[src/rtl/mips_pkg.sv]
// Shared types and encodings for the multicycle MIPS controller.
package mips_pkg;

    localparam int unsigned OP_W     = 6;
    localparam int unsigned FUNCT_W  = 6;
    localparam int unsigned ALUCTL_W = 3;
    localparam int unsigned SRCB_W   = 2;
    localparam int unsigned PCSRC_W  = 2;
    localparam int unsigned STATE_W  = 4;

    // Controller states; each instruction walks a subset of these.
    typedef enum logic [STATE_W-1:0] {
        FETCH   = 4'd0,
        DECODE  = 4'd1,
        MEMADR  = 4'd2,
        MEMRD   = 4'd3,
        MEMWB   = 4'd4,
        MEMWR   = 4'd5,
        RTYPEEX = 4'd6,
        RTYPEWB = 4'd7,
        BRANCH  = 4'd8,
        ADDIEX  = 4'd9,
        ADDIWB  = 4'd10,
        JUMP    = 4'd11
    } statetype_t;

    // Opcodes (instr[31:26]).
    localparam logic [OP_W-1:0] OP_RTYPE = 6'b000000;
    localparam logic [OP_W-1:0] OP_LW    = 6'b100011;
    localparam logic [OP_W-1:0] OP_LH    = 6'b100001;
    localparam logic [OP_W-1:0] OP_LB    = 6'b100000;
    localparam logic [OP_W-1:0] OP_SW    = 6'b101011;
    localparam logic [OP_W-1:0] OP_BEQ   = 6'b000100;
    localparam logic [OP_W-1:0] OP_BNE   = 6'b000101;
    localparam logic [OP_W-1:0] OP_ADDI  = 6'b001000;
    localparam logic [OP_W-1:0] OP_J     = 6'b000010;

    // R-type function codes (instr[5:0]).
    localparam logic [FUNCT_W-1:0] FN_ADD = 6'b100000;
    localparam logic [FUNCT_W-1:0] FN_SUB = 6'b100010;
    localparam logic [FUNCT_W-1:0] FN_AND = 6'b100100;
    localparam logic [FUNCT_W-1:0] FN_OR  = 6'b100101;
    localparam logic [FUNCT_W-1:0] FN_SLT = 6'b101010;

    // ALU operation codes.
    localparam logic [ALUCTL_W-1:0] ALU_ADD = 3'b010;
    localparam logic [ALUCTL_W-1:0] ALU_SUB = 3'b110;
    localparam logic [ALUCTL_W-1:0] ALU_AND = 3'b000;
    localparam logic [ALUCTL_W-1:0] ALU_OR  = 3'b001;
    localparam logic [ALUCTL_W-1:0] ALU_SLT = 3'b111;

    // ALU B operand select.
    localparam logic [SRCB_W-1:0] SRCB_RT    = 2'b00;
    localparam logic [SRCB_W-1:0] SRCB_FOUR  = 2'b01;
    localparam logic [SRCB_W-1:0] SRCB_IMM   = 2'b10;
    localparam logic [SRCB_W-1:0] SRCB_IMMSH = 2'b11;

    // Next-PC select.
    localparam logic [PCSRC_W-1:0] PCSRC_ALU    = 2'b00;
    localparam logic [PCSRC_W-1:0] PCSRC_ALUOUT = 2'b01;
    localparam logic [PCSRC_W-1:0] PCSRC_JUMP   = 2'b10;

    // True for any of the load opcodes.
    function automatic logic is_load_op(input logic [OP_W-1:0] op);
        return (op == OP_LW) || (op == OP_LH) || (op == OP_LB);
    endfunction

endpackage

[src/rtl/mc_aludec.sv]
// Combinational R-type funct to ALU control decoder with a validity flag.
module mc_aludec
    import mips_pkg::*;
(
    input  logic [FUNCT_W-1:0]  funct,
    output logic [ALUCTL_W-1:0] alucontrol,
    output logic                funct_valid
);

    // Map supported functs; anything else is flagged invalid and falls back to add.
    always_comb begin
        alucontrol  = ALU_ADD;
        funct_valid = 1'b1;
        case (funct)
            FN_ADD:  alucontrol = ALU_ADD;
            FN_SUB:  alucontrol = ALU_SUB;
            FN_AND:  alucontrol = ALU_AND;
            FN_OR:   alucontrol = ALU_OR;
            FN_SLT:  alucontrol = ALU_SLT;
            default: funct_valid = 1'b0;
        endcase
    end

endmodule

[src/rtl/mc_controller.sv]
// Multicycle Moore sequencing controller for the shared-memory MIPS datapath.
module mc_controller
    import mips_pkg::*;
(
    input  logic                clk,
    input  logic                reset,
    input  logic [OP_W-1:0]     op,
    input  logic [FUNCT_W-1:0]  funct,
    input  logic                zero,
    input  logic                mem_ready,
    output logic                pcen,
    output logic                iord,
    output logic                irwrite,
    output logic                memwrite,
    output logic                regwrite,
    output logic                regdst,
    output logic                memtoreg,
    output logic                alusrca,
    output logic [SRCB_W-1:0]   alusrcb,
    output logic [PCSRC_W-1:0]  pcsrc,
    output logic [ALUCTL_W-1:0] alucontrol,
    output logic                ne,
    output logic                half,
    output logic                b,
    output logic                illegal,
    output logic                instr_done
);

    statetype_t state;
    statetype_t state_next;

    logic                pcwrite;
    logic                branch;
    logic [ALUCTL_W-1:0] funct_alu;
    logic                funct_valid;
    logic                op_lh;
    logic                op_lb;

    mc_aludec u_aludec (
        .funct       (funct),
        .alucontrol  (funct_alu),
        .funct_valid (funct_valid)
    );

    assign op_lh = (op == OP_LH);
    assign op_lb = (op == OP_LB);

    // State register; reset drops straight back to FETCH.
    always_ff @(posedge clk or negedge reset) begin
        if (!reset) begin
            state <= FETCH;
        end else begin
            state <= state_next;
        end
    end

    // Next-state and control outputs from the current state and IR fields.
    always_comb begin
        state_next = state;
        pcwrite    = 1'b0;
        branch     = 1'b0;
        iord       = 1'b0;
        irwrite    = 1'b0;
        memwrite   = 1'b0;
        regwrite   = 1'b0;
        regdst     = 1'b0;
        memtoreg   = 1'b0;
        alusrca    = 1'b0;
        alusrcb    = SRCB_RT;
        pcsrc      = PCSRC_ALU;
        alucontrol = ALU_ADD;
        ne         = 1'b0;
        half       = 1'b0;
        b          = 1'b0;
        illegal    = 1'b0;
        instr_done = 1'b0;

        case (state)
            FETCH: begin
                iord    = 1'b0;
                alusrca = 1'b0;
                alusrcb = SRCB_FOUR;
                pcsrc   = PCSRC_ALU;
                if (mem_ready) begin
                    irwrite    = 1'b1;
                    pcwrite    = 1'b1;
                    state_next = DECODE;
                end
            end

            DECODE: begin
                // Branch target is precomputed here into ALUOut.
                alusrca = 1'b0;
                alusrcb = SRCB_IMMSH;
                case (op)
                    OP_LW, OP_LH, OP_LB, OP_SW: state_next = MEMADR;
                    OP_RTYPE: begin
                        if (funct_valid) begin
                            state_next = RTYPEEX;
                        end else begin
                            illegal    = 1'b1;
                            state_next = FETCH;
                        end
                    end
                    OP_BEQ, OP_BNE: state_next = BRANCH;
                    OP_ADDI:        state_next = ADDIEX;
                    OP_J:           state_next = JUMP;
                    default: begin
                        illegal    = 1'b1;
                        state_next = FETCH;
                    end
                endcase
            end

            MEMADR: begin
                alusrca = 1'b1;
                alusrcb = SRCB_IMM;
                half    = op_lh;
                b       = op_lb;
                if (is_load_op(op)) begin
                    state_next = MEMRD;
                end else if (op == OP_SW) begin
                    state_next = MEMWR;
                end else begin
                    state_next = FETCH;
                end
            end

            MEMRD: begin
                iord = 1'b1;
                half = op_lh;
                b    = op_lb;
                if (mem_ready) begin
                    state_next = MEMWB;
                end
            end

            MEMWB: begin
                regwrite   = 1'b1;
                memtoreg   = 1'b1;
                regdst     = 1'b0;
                half       = op_lh;
                b          = op_lb;
                instr_done = 1'b1;
                state_next = FETCH;
            end

            MEMWR: begin
                // Write request stays up until memory accepts it.
                iord     = 1'b1;
                memwrite = 1'b1;
                if (mem_ready) begin
                    instr_done = 1'b1;
                    state_next = FETCH;
                end
            end

            RTYPEEX: begin
                alusrca    = 1'b1;
                alusrcb    = SRCB_RT;
                alucontrol = funct_alu;
                state_next = RTYPEWB;
            end

            RTYPEWB: begin
                regwrite   = 1'b1;
                regdst     = 1'b1;
                memtoreg   = 1'b0;
                alucontrol = funct_alu;
                instr_done = 1'b1;
                state_next = FETCH;
            end

            BRANCH: begin
                alusrca    = 1'b1;
                alusrcb    = SRCB_RT;
                alucontrol = ALU_SUB;
                pcsrc      = PCSRC_ALUOUT;
                branch     = 1'b1;
                ne         = (op == OP_BNE);
                instr_done = 1'b1;
                state_next = FETCH;
            end

            ADDIEX: begin
                alusrca    = 1'b1;
                alusrcb    = SRCB_IMM;
                state_next = ADDIWB;
            end

            ADDIWB: begin
                regwrite   = 1'b1;
                regdst     = 1'b0;
                instr_done = 1'b1;
                state_next = FETCH;
            end

            JUMP: begin
                pcsrc      = PCSRC_JUMP;
                pcwrite    = 1'b1;
                instr_done = 1'b1;
                state_next = FETCH;
            end

            default: begin
                state_next = FETCH;
            end
        endcase

        // Reset kills every write strobe and pulse immediately, even mid-instruction.
        if (!reset) begin
            pcwrite    = 1'b0;
            branch     = 1'b0;
            irwrite    = 1'b0;
            memwrite   = 1'b0;
            regwrite   = 1'b0;
            illegal    = 1'b0;
            instr_done = 1'b0;
        end

        pcen = pcwrite | (branch & (zero ^ ne));
    end

endmodule

[config.mk]
export PLATFORM = sky130hd
export DESIGN_NAME = mc_controller
export DESIGN_NICKNAME = d
export VERILOG_FILES = /design/src/rtl/mips_pkg.sv /design/src/rtl/mc_aludec.sv /design/src/rtl/mc_controller.sv
export SDC_FILE = /design/constraint.sdc
export NUM_CORES = 1
export LEC_CHECK = 0
export CORE_MARGIN = 2
export CORE_UTILIZATION = 40
export DETAILED_ROUTE_END_ITERATION = 10
export PLACE_DENSITY = 0.91
export REMOVE_ABC_BUFFERS = 1
export SYNTH_ARGS = -nofsm -noshare
export SYNTH_HDL_FRONTEND = slang
export SYNTH_SLANG_ARGS = --single-unit
[constraint.sdc]
create_clock -name clk -period 2.6 [get_ports clk]
set_input_delay 0.78 -clock clk [delete_from_list [all_inputs] [get_ports clk]]
set_output_delay 0.78 -clock clk [all_outputs]
set_load 0.1 [all_outputs]
==> summary.md, run 1 <==
| Metric | Value |
|---|---|
| CTS root buf | `clkbuf_4` |
| Die Span X | `46.8 µm` |
| Post-CTS sizing | `80` |
| # rows | `15` |
| Yosys top cell area share | `0.137` |
| Mean Syn Cell Area | `6.98 µm²` |
| # IOs | `36` |
| Top-count cell post-synth | `nor2_1` |
| # port buffers | `35` |
| Postcts setup bufs | `4` |
| Tool error | `[ERROR DPL-0033] detailed placement checks failed during check placement.` |
| Yosys cell types | `45` |
| Yosys synthesis warning count | `0` |
| Post-Synthesis Cells | `about 110` |
| Outcome | `did not finish` |
| Netlist Area Pre-Place | `~730 µm²` |
| EDFF count, synth | `0` |
| Initial Util | `0.425` |
| Dpl ws | `-0.775 ns` |
| DP Area | `between 1500 and 2000 µm²` |
| RD Place Congestion | `between 0.9 and 1` |
| CTS Hold Bufs | `0` |
| # H-tree levels | `1` |
| Ranking of synthesized cells by area | `dfrtp_1 14%, nand2b_1 6.8%, nor2_1 5.1%` |
| Dpl cells | `roughly 190` |
| Clock Tree Buf Depth | `2` |
| Num CTS Buffers | `3` |
| Ys flop type | `dfrtp_1` |
| Post-synthesis async set-or-reset flop share | `1.00` |
| Yosys reg bits | `4` |
| Halt Stage | `clock tree synthesis` |
| Die extent in y | `between 40 and 50 µm` |
| Cell taking the most area after synthesis | `dfrtp_1` |
| Commonest cells in the netlist | `10 x nor2_1, 8 x nand2b_1, 7 x nor3_1` |
| Final HPWL DP | `~2500 µm` |
| Seq/Total Area, Yosys | `0.137` |
| CTS Sinks | `4` |
[cells by family after synthesis]
logic type / count (synthesis) / share of synthesized area
AND/OR/NAND/NOR: 59 / 0.485
AO/OA/AOI/OAI: 26 / 0.253
buffers and inverters: 12 / 0.0751
flip-flops: 4 / 0.137
XOR/XNOR: 2 / 0.0239
multiplexers: 2 / 0.0273
[per-stage QoR]
step                hold WS, ns  utilization
detailed placement        0.796        0.884
global placement          0.764        0.884
floorplan                 0.484            -
==> inputs of run 2 (changes only) <==
CORE_AREA = 2 2 63 65   (was not set)
CORE_MARGIN = not set   (was 2)
CORE_UTILIZATION = not set   (was 40)
DIE_AREA = 0 0 65 67   (was not set)
PLACE_DENSITY = not set   (was 0.91)
PLACE_DENSITY_LB_ADDON = 0.15   (was not set)
==> summary.md, run 2 <==
| Metric | Value |
|---|---|
| Outcome | `finished, violations left` |
| Failing checks | `negative setup slack` |
| Clock Latency Late Sink | `0.22 ns` |
| Worst vdd ir | `about 180 µV` |
| Complex-gate fraction of the synthesized area | `0.253` |
| Netlist Area Pre-Place | `around 730 µm²` |
| DR DRC count | `0` |
| Largest family of logic cells by synthesized area | `simple AND/OR/NAND/NOR gates` |
| GRT overflow | `0` |
| Leak Pwr | `0.817 nW` |
| Largest registers | `state x4` |
| Initial Util | `0.203` |
| Post-Synthesis Cells | `approximately 110` |
| Vias | `roughly 1200` |
| Dpl ws | `-0.713 ns` |
| Antenna violations before repair | `0` |
| Setup violators final | `5` |
| Global-route wire length before repair | `between 5000 and 6000 µm` |
| Yosys cell types | `between 40 and 50` |
| Final min period | `around 2.8 ns` |
| Worst Clk Skew | `between 0.0015 and 0.002 ns` |
| Hold Fails Final Rpt | `0` |
| EDFF count, synth | `0` |
| Post-synthesis async set-or-reset flop share | `1.00` |
| WS Path Type | `in2out` |
| Leading cell types in the layout, fill and taps excluded | `48 x buf_4, 21 x buf_12, 8 x nand2b_1` |
| Total Power | `about 0.00053 W` |
| Commonest cells in the netlist | `10 x nor2_1, 8 x nand2b_1, 7 x nor3_1` |
| Hold Path Class | `in2async` |
| Die Span X | `65 µm` |
| Met1 Use GR | `0.183` |
| Most common cell after layout, fill and taps aside | `buf_4` |
| WHS | `between 0.6 and 0.7 ns` |
| MaxCap Viol Count | `0` |
| Critical Path Start Type | `input pin` |
| Worst Max-Slew Pin Slew | `between 0.5 and 0.6 ns` |
| Setup crit end kind | `primary output` |
| Largest Register | `state` |
| Largest net degree at the start of global routing | `12` |
| CTS tree | `done` |
| # rows | `22` |
| Clock transition at path regs | `around 0.03 ns` |
| Drt pass-1 iters | `4` |
| Cell taking the most area after synthesis | `dfrtp_1` |
| Share of the core filled with cells | `0.541` |
| Filler cells | `around 350` |
| Synth Area in XOR/XNOR | `0.0239` |
| Ys flop type | `dfrtp_1` |
| Ranking of synthesized cells by area | `dfrtp_1 14%, nand2b_1 6.8%, nor2_1 5.1%` |
| Layout Nets | `approximately 210` |
| Yosys top cell area share | `0.137` |
| Seq/Total Area, Yosys | `0.137` |
| Final HPWL DP | `around 2400 µm` |
| Die area | `4360 µm²` |
| Max Fclk | `~360 MHz` |
| # H-tree levels | `1` |
| Mean Syn Cell Area | `between 6 and 7 µm²` |
| Post-DR vias/cell | `4.94` |
| CTS Sinks | `4` |
| Vias in the first global route | `~1200` |
| Num CTS Buffers | `3` |
| Initial DRC Count | `21` |
| Final Max Tran Viols | `0` |
| Yosys reg bits | `4` |
| DR WL/cell | `~15 µm` |
| Post-synthesis mux area share | `0.0273` |
| RD Place Congestion | `between 0.8 and 0.9` |
| Tcrit/Tclk final | `1.08` |
| Rel. slew slack | `0.654` |
| Area grow syn2layout | `166%` |
| Yosys synthesis warning count | `0` |
| Critical Path Fanout Max | `7` |
| Fin Setup TNS | `-0.722 ns` |
| Pwr dens | `271 nW/µm²` |
| CP required | `1.82 ns` |
| Max reg flops | `4` |
| Worst path arrival time | `2.03 ns` |
| Layout cells sized above 1 | `0.644` |
| Final ANT Viol Nets | `0` |
| CTS root buf | `clkbuf_8` |
| Most Crowded Layer GR | `met2` |
| GRT Util Overall | `0.161` |
| # port buffers | `35` |
| Simple logic cell fraction of the synthesized area | `0.485` |
| Top-count cell post-synth | `nor2_1` |
| # IOs | `36` |
| Final WS setup | `-0.212 ns` |
| Clock Tree Buf Depth | `2` |
| GR Util met3 | `0.0304` |
| Met2 Use GR | `0.299` |
| Core box area | `3610 µm²` |
| Ant. Diodes | `0` |
| DRT Wirelength | `roughly 3500 µm` |
| RSZ-0062 raised after global routing | `true` |
| Die extent in y | `~67 µm` |
| Adder-cell share of the synthesized area | `0` |
## run 2: worst paths after layout
check / startpoint / endpoint / slack [ns] / cells after the start
setup / recovery: op[1] / illegal / -0.21 / 6
hold / removal: reset / state[1]$_DFFE_PN0P_ / 0.62 / 2
setup reg to reg: state[1]$_DFFE_PN0P_ / state[1]$_DFFE_PN0P_ / 1.13 / 4
hold reg to reg: state[2]$_DFFE_PN0P_ / state[3]$_DFFE_PN0P_ / 0.81 / 3
max in group asynchronous: reset / state[3]$_DFFE_PN0P_ / 1.67 / 4
min in group clk: state[2]$_DFFE_PN0P_ / state[3]$_DFFE_PN0P_ / 0.81 / 3
## run 2: what timing repair did
item                                    CTS  global route
hold buffers                              0             0
gates resized for setup                  88            17
pin swaps                                17            14
endpoints found under the setup margin   12            10
setup buffers                             7             9
## run 2: area by class of cell
cell class                 count  area (µm²)  area share
timing repair buffer          87         965       0.495
tap                           48        60.1      0.0308
inverter                       5        18.8     0.00962
sequential                     4         103      0.0526
clock buffer                   3        41.3      0.0212
multi-input combinational     89         763       0.391
## run 2: critical path, stage by stage
cell and delay [ns]:
buf_12 0.11, and2b_2 0.20, and4bb_2 0.34, nor3_4 0.06, o311a_1 0.34, buf_12 0.18
## run 2: cell families (layout without fill, tap and decap cells)
family,Yosys count,in the layout
AO/OA/AOI/OAI,26,26
XOR/XNOR,2,2
buffers and inverters,12,95
flip-flops,4,4
multiplexers,2,2
AND/OR/NAND/NOR,59,59
## run 2: per-stage QoR
step	instance area [µm²]	instances
global route	1950	236
detailed placement	1580	217
finish	1950	236
floorplan	697	98
global placement	1580	217
CTS	1820	227
## run 2: layer usage
metal,routed length (µm),vias to the layer above
met1,1340,561
met5,0,-
met3,163,6
met2,1920,41
li1,-,558
met4,40,0
## run 2: power breakdown
part | switching [W] | internal, W
clock | 0.0000379 | 0.0000992
combinational | 0.000173 | 0.000145
sequential | 0.00000679 | 0.0000662
total | 0.000218 | 0.000311
No activity file was read; power rests on OpenSTA's default activity.
==> inputs of run 3 (changes only) <==
ABC_CLOCK_PERIOD_IN_PS = 2600   (was not set)
==> results of run 3 <==
The final DEF is identical to that of run 2; final timing and power are the same.
==> inputs of run 4 (changes only) <==
SETUP_SLACK_MARGIN = 0.15   (was not set)
==> summary.md, run 4 (synthesis results as in run 2) <==
| Metric | Value |
|---|---|
| Outcome | `finished, violations left` |
| Failing checks | `negative setup slack` |
| Setup crit end kind | `primary output` |
| Final HPWL DP | `between 2000 and 2500 µm` |
| FF-to-FF path depth | `4` |
| Worst vdd ir | `approximately 170 µV` |
| Antenna violations before repair | `0` |
| Gate power share | `0.616` |
| MaxCap Viol Count | `0` |
| Fin Setup TNS | `-0.769 ns` |
| DP Area | `1580 µm²` |
| Post-DR vias/cell | `4.85` |
| Most common cell after layout, fill and taps aside | `buf_4` |
| Final min period | `2.84 ns` |
| RSZ-0062 raised after global routing | `true` |
| Sw frac | `0.408` |
| # port buffers | `35` |
| Worst path arrival time | `between 2 and 2.5 ns` |
| Worst Max-Slew Pin Slew | `0.521 ns` |
| Area of the multi-input gates | `approximately 800 µm²` |
| Flop pwr share | `0.134` |
| Clock transition at path regs | `around 0.030 ns` |
| Sequential cell area | `roughly 110 µm²` |
| Max Fclk | `about 350 MHz` |
| Layout Nets | `around 210` |
| Core box area | `3610 µm²` |
| Clock Latency Late Sink | `0.22 ns` |
| Worst r2r src | `state[1]$_DFFE_PN0P_` |
| Vias | `between 1000 and 1500` |
| Leading cell types in the layout, fill and taps excluded | `47 x buf_4, 21 x buf_12, 13 x buf_6` |
| Die extent in y | `around 67 µm` |
| Global-route wire length before repair | `5650 µm` |
| Pwr dens | `between 200 and 300 nW/µm²` |
| Largest registers | `state x4` |
| DR WL/cell | `15.0 µm` |
| Die Span X | `about 65 µm` |
| CP required | `about 1.8 ns` |
| Filler cells | `between 300 and 400` |
| Worst Clk Skew | `0.00140 ns` |
| WS Path Type | `in2out` |
| Num CTS Buffers | `3` |
| Clock Tree Buf Depth | `2` |
| RD Place Congestion | `between 0.8 and 0.9` |
| Total Power | `0.000547 W` |
| Hold Path Class | `in2async` |
| Largest net degree at the start of global routing | `12` |
| Rel. slew slack | `0.652` |
| Final ANT Viol Nets | `0` |
| Critical Path Fanout Max | `6` |
| Internal | `roughly 0.00032 W` |
| CTS tree | `done` |
| # rows | `22` |
| Tcrit/Tclk final | `1.09` |
| Final instance area | `around 2000 µm²` |
| WHS | `roughly 0.47 ns` |
| Die area | `4360 µm²` |
| Critical Path Start Type | `input pin` |
| Critical path origin | `op[1]` |
| R2R setup slack | `1.15 ns` |
| Clk pwr share | `0.250` |
| RR Endpoint | `state[1]$_DFFE_PN0P_` |
| Worst Setup EP | `illegal` |
| Drt pass-1 iters | `4` |
| Leak Pwr | `around 0.85 nW` |
| Switch Pwr | `approximately 0.00022 W` |
| Ant. Diodes | `0` |
| Hold Fails Final Rpt | `0` |
| Initial Util | `0.203` |
| GRT overflow | `0` |
| Vias in the first global route | `roughly 1200` |
| Initial DRC Count | `30` |
| Largest Register | `state` |
| Area grow syn2layout | `176%` |
| Max reg flops | `4` |
| # H-tree levels | `1` |
| Share of the core filled with cells | `0.561` |
| CTS Sinks | `4` |
| GRT Util Overall | `0.166` |
| DRT Wirelength | `3590 µm` |
| Final WS setup | `-0.242 ns` |
| DR DRC count | `0` |
| Layout cells sized above 1 | `0.696` |
| # IOs | `36` |
| CTS root buf | `clkbuf_8` |
| Final Max Tran Viols | `0` |
| Setup violators final | `5` |
-- run 4: cell count changes in the layout (fill, tap and decap cells not counted), sizes merged --
cell and delta:
buf +8, clkdlybuf4s15 -3, clkbuf -1, dlygate4sd2 -1
-- run 4: worst min path at each step --
stage | startpoint | end | slack (ns) | cells after the start
after global placement | state[0]$_DFFE_PN0P_ | state[0]$_DFFE_PN0P_ | 0.79 | 2
after detailed placement | state[3]$_DFFE_PN0P_ | state[2]$_DFFE_PN0P_ | 0.80 | 2
final | reset | state[1]$_DFFE_PN0P_ | 0.47 | 2
after CTS | reset | state[1]$_DFFE_PN0P_ | 0.55 | 2
after global routing | reset | state[1]$_DFFE_PN0P_ | 0.48 | 2
after floorplan | reset | state[0]$_DFFE_PN0P_ | 0.48 | 0
-- run 4: critical path, cell delays in order --
cell,delay [ns]
buf_12,0.11
and2b_2,0.20
and4bb_2,0.34
nor3_4,0.06
o311a_1,0.39
buf_12,0.18
-- run 4: final cells by class --
cell class | count | area share
multi-input combinational | 89 | 0.395
tap | 48 | 0.0297
timing repair buffer | 90 | 0.494
inverter | 5 | 0.00927
clock buffer | 3 | 0.0204
sequential | 4 | 0.0519
-- run 4: power groups by stage --
stage	clock, W	combinational (W)	sequential, W
finish	0.000137	0.000337	0.0000734
global route	0.000142	0.000353	0.0000738
CTS	0.000138	0.000298	0.0000727
detailed placement	0	0.000268	0.0000731
global placement	0	0.000266	0.0000728
floorplan	0	0.000131	0.0000757
-- run 4: per-layer routing --
metal	part of all wire	wire length [µm]	track usage	vias to the layer above
met5	0	0	0	-
met4	0.011	40	0.0638	0
met3	0.043	156	0.0321	7
met2	0.56	2010	0.313	40
met1	0.39	1380	0.180	547
li1	-	-	-	565
-- run 4: timing repair --
item	4_1_cts	5_1_grt
buffers inserted	9	10
pin swaps	18	14
setup endpoints to repair	14	11
resized for setup	108	23
hold buffers	0	0
-- run 4: stage by stage --
stage / instances / setup slack, ns
after global routing: 239 / -0.284
after global placement: 217 / -0.694
after floorplan: 98 / -2.68
final: 239 / -0.242
after detailed placement: 217 / -0.713
after CTS: 229 / -0.219
